## config.mk

```make
export PLATFORM = sky130hd
export DESIGN_NAME = alu_arbiter
export DESIGN_NICKNAME = d
export VERILOG_FILES = /design/src/rtl/alu_arbiter.sv
export SDC_FILE = /design/constraint.sdc
export NUM_CORES = 1
export LEC_CHECK = 0
export ABC_AREA = 1
export CORE_ASPECT_RATIO = 1.25
export CORE_UTILIZATION = 30
export CTS_CLUSTER_DIAMETER = 30
export DETAILED_ROUTE_END_ITERATION = 7
export GPL_ROUTABILITY_DRIVEN = 0
export SLEW_MARGIN = 20
export SYNTH_ARGS = -nofsm -noshare
export SYNTH_HDL_FRONTEND = slang
export SYNTH_SLANG_ARGS = --single-unit
export TNS_END_PERCENT = 100
```

## constraint.sdc

```tcl
create_clock -name clk -period 2.2 [get_ports clk]
set_input_delay 0.33 -clock clk [delete_from_list [all_inputs] [get_ports clk]]
set_output_delay 0.33 -clock clk [all_outputs]
set_load 0.01 [all_outputs]
```

## src/rtl/alu_arbiter.sv

```systemverilog
// alu_arbiter: round-robin share of one multi-cycle ALU between the
// execute path (req0) and the debug/self-test port (req1).
module alu_arbiter #(
   parameter int WIDTH   = 16,
   parameter int OPW     = 4,
   parameter int TIMEOUT = 64,
   parameter int TW      = 7
) (
   input  logic             clk,
   input  logic             rst_n,
   input  logic             req0,
   input  logic [WIDTH-1:0] a0,
   input  logic [WIDTH-1:0] b0,
   input  logic [OPW-1:0]   op0,
   input  logic             req1,
   input  logic [WIDTH-1:0] a1,
   input  logic [WIDTH-1:0] b1,
   input  logic [OPW-1:0]   op1,
   output logic             ack0,
   output logic             ack1,
   output logic             rsp_valid0,
   output logic             rsp_valid1,
   output logic [WIDTH-1:0] rsp_y,
   output logic             rsp_carry,
   output logic             rsp_signov,
   output logic             rsp_err,
   output logic             busy,
   output logic             alu_start,
   output logic [WIDTH-1:0] alu_a,
   output logic [WIDTH-1:0] alu_b,
   output logic [OPW-1:0]   alu_op,
   input  logic             alu_done,
   input  logic [WIDTH-1:0] alu_y,
   input  logic             alu_carry,
   input  logic             alu_signov,
   output logic [15:0]      op_count
);

   typedef enum logic [1:0] {
      S_IDLE,
      S_ISSUE,
      S_WAIT,
      S_RESP
   } state_t;

   localparam logic [TW-1:0] TMAX = TW'(TIMEOUT - 1);

   state_t        r_state;
   logic          r_gnt;
   logic          r_last_gnt;
   logic [TW-1:0] r_timer;
   logic          w_gnt;

   // Winner: a lone requester, or on a tie the one not served last
   always_comb begin
      w_gnt = 1'b0;
      if (req0 && req1) begin
         w_gnt = ~r_last_gnt;
      end else if (req1) begin
         w_gnt = 1'b1;
      end
   end

   assign busy = (r_state != S_IDLE);

   // Arbitration FSM with all handshake/result outputs registered
   always_ff @(posedge clk) begin
      if (!rst_n) begin
         r_state    <= S_IDLE;
         r_gnt      <= 1'b0;
         r_last_gnt <= 1'b1;
         r_timer    <= '0;
         ack0       <= 1'b0;
         ack1       <= 1'b0;
         rsp_valid0 <= 1'b0;
         rsp_valid1 <= 1'b0;
         rsp_y      <= '0;
         rsp_carry  <= 1'b0;
         rsp_signov <= 1'b0;
         rsp_err    <= 1'b0;
         alu_start  <= 1'b0;
         alu_a      <= '0;
         alu_b      <= '0;
         alu_op     <= '0;
         op_count   <= '0;
      end else begin
         ack0       <= 1'b0;
         ack1       <= 1'b0;
         rsp_valid0 <= 1'b0;
         rsp_valid1 <= 1'b0;
         alu_start  <= 1'b0;
         unique case (r_state)
            S_IDLE: begin
               if (req0 || req1) begin
                  r_gnt     <= w_gnt;
                  alu_a     <= w_gnt ? a1 : a0;
                  alu_b     <= w_gnt ? b1 : b0;
                  alu_op    <= w_gnt ? op1 : op0;
                  ack0      <= ~w_gnt;
                  ack1      <= w_gnt;
                  alu_start <= 1'b1;
                  r_state   <= S_ISSUE;
               end
            end
            S_ISSUE: begin
               r_timer <= '0;
               r_state <= S_WAIT;
            end
            S_WAIT: begin
               if (alu_done) begin
                  rsp_y      <= alu_y;
                  rsp_carry  <= alu_carry;
                  rsp_signov <= alu_signov;
                  rsp_err    <= 1'b0;
                  rsp_valid0 <= ~r_gnt;
                  rsp_valid1 <= r_gnt;
                  r_state    <= S_RESP;
               end else if (r_timer == TMAX) begin
                  rsp_y      <= '0;
                  rsp_carry  <= 1'b0;
                  rsp_signov <= 1'b0;
                  rsp_err    <= 1'b1;
                  rsp_valid0 <= ~r_gnt;
                  rsp_valid1 <= r_gnt;
                  r_state    <= S_RESP;
               end else begin
                  r_timer <= r_timer + 1'b1;
               end
            end
            S_RESP: begin
               r_last_gnt <= r_gnt;
               if (!rsp_err) begin
                  op_count <= op_count + 16'd1;
               end
               r_state <= S_IDLE;
            end
            default: r_state <= S_IDLE;
         endcase
      end
   end

endmodule
```

==> metrics.csv <==
metric,value,unit
Setup WS pre-CTS,0.489,ns
I/O Pins,172,
critical path class,register to output pin,
most frequent cell after synthesis,nand2_1,
P&R area growth vs syn,54.7,%
n_diodes,0,
worst-skew pair later-pin latency,0.34,ns
final hold vios,0,
worst-margin pin slew,0.572,ns
FMAX,0.498,GHz
Vias per Instance,4.63,
Die Height,129,µm
cts hold-fix bufs,0,
Nets,774,
share of cells above drive strength 1,0.0959,
port bufs,171,
endpoints failing setup,0,
clk_skew,0.00982,ns
Pwr Density,908,mW/mm²
Cells after Synth,512,
setup ws final,0.191,ns
CTS sink cnt,87,
Clock transition at path regs,0.06,ns
post-CTS setup buffer count,0,
"Min Clock Period, post-route",2.01,ns
max-capacitance violation count,0,
largest area contributor in the netlist,dfxtp_1,
CTS Buf Count,9,
first-pass GRT wire length,17700,µm
grt ovf,0,
CP endpoint kind,output pin,
DR pass1 iterations,8,
"Cell Chain, Critical Path",inv_1 > ha_1 > inv_2 > clkdlybuf4s50_1,
mapped cell area,0.00389,mm²
#FFs+latches synth,87,
row cnt,46,
share of the synthesized area in the top cell type,0.448,
Antenna Nets Post-Route,0,
Initial Util,0.307,
Static Leak,2.33,nW
filler instances,1252,
final WL,10500,µm
DRC Markers,0,
syn nets,613,
initial antenna violation count,0,
synth top area cells,"dfxtp_1 45%, nand2_1 15%, a31oi_1 5.8%",
TNS Setup,0,ns
vias,3916,
detailed router's first-iteration violation count,139,
HPWL after DPL,7650,µm
CTS Buffer Depth,2,
overall routing resource usage,0.161,
Tcrit/Tclk final,0.913,
placement-stage cell area,0.00571,mm²
Wirelength per Cell,12.4,µm
critical path arrival,1.68,ns
CTS tree,built,
Clock Root Buffer,clkbuf_16,
sequential element share of the synthesized area,0.448,
"Slew Viols, Final",0,
Reg2Reg Setup Slack,0.60,ns
"Avg Cell Area, Syn",7.60,µm²
ys async rst share,0,
Ys Warns,0,
Post-synth EDFFs,0,
VDD IR max,0.408,mV
CP Max Fanout,4,
total power,0.00547,W
Synth Flop Type,dfxtp_1,
CTS resizes,0,
RSZ-0062 raised after global routing,no,
outcome,"finished, final reports clean",
die area,0.0134,mm²
pin count of the biggest net entering global routing,75,
relative slew slack,0.618,
Worst Hold Class,register to register,
cell with the largest stage delay on the worst path,clkdlybuf4s50_1,
Synth cell types,31,
CP startpoint kind,register,
design area,0.00602,mm²
worst stage delay on the critical path,0.54,ns
H-tree depth,3,
Critical Path RT,1.87,ns
vias in the first global route,3802,
Die Wd,104,µm
most instantiated cells after synthesis,"159 x nand2_1, 87 x dfxtp_1, 36 x a31oi_1",
core area,0.0127,mm²
per-stage QoR:
step           cells  utilization  hold slack [ns]
5_1_grt          846        0.475            0.477
4_1_cts          846        0.475            0.467
2_1_floorplan    512            -            0.411
3_5_place_dp     830        0.451            0.458
3_3_place_gp     830        0.451            0.450
6_report         846        0.475            0.467
cells by family after synthesis:
group | synth area share
flops | 0.448
fa+ha+maj | 0.0193
simple gates | 0.287
buf+inv | 0.0743
xor+xnor | 0.00225
compound gates | 0.170
cells in the final DEF (no fill, tap or decap), drive strengths merged:
cell type      count
nand3b             1
nand3             21
buf                6
o21ai             45
a21oi             31
or2                1
dfxtp             87
inv               37
o22ai              1
bufinv             1
a211oi             1
ha                 6
clkdlybuf4s50    170
nor3               3
nand2            174
clkinv             2
nand4              4
clkbuf            12
xor2               1
a31oi             36
nor2              37
o21a               1
power breakdown:
group / leakage, nW / switching [W] / internal, W / total, W
sequential: 0.712 / 0.000169 / 0.00188 / 0.00205
combinational: 1.46 / 0.000933 / 0.000922 / 0.00186
clock: 0.153 / 0.000619 / 0.000947 / 0.00157
flip-flops by register name, indices dropped and copies added, names as in the netlist:
name,cells
alu_b,16
op_count,16
rsp_valid0,1
rsp_valid1,1
alu_start,1
rsp_signov,1
ack0,1
r_state,2
rsp_y,16
rsp_carry,1
ack1,1
alu_op,4
alu_a,16
r_last_gnt,1
r_timer,7
r_gnt,1
rsp_err,1
worst max-delay path, delay by kind of cell, from the launching register on:
family | cells | cell delay (ns)
buf+inv | 3 | 0.74
flops | 1 | 0.39
fa+ha+maj | 1 | 0.22
final timing paths:
| check | startpoint | to | cells past startpoint |
|---|---|---|---|
| setup reg to reg | r_timer[0] | rsp_y[15] | 8 |
| hold reg to reg | rsp_y[14] | rsp_y[14] | 2 |
| setup / recovery | r_state[1] | busy | 4 |
| hold / removal | rsp_y[14] | rsp_y[14] | 2 |
cell type report:
type,count,area [µm²],area share
clock buffer,12,256,0.0426
clock inverter,4,52.6,0.00873
inverter,36,135,0.0224
multi-input combinational,363,1870,0.310
sequential,87,1740,0.289
tap,168,210,0.0349
timing repair buffer,176,1760,0.292
layer usage:
metal	vias up	wire length [µm]	GRT usage
li1	2011	-	-
met1	1741	4560	0.187
met2	153	4780	0.272
met3	11	1030	0.0654
met4	0	153	0.0538
met5	-	0	0
Power figures use the tool's default switching activity.
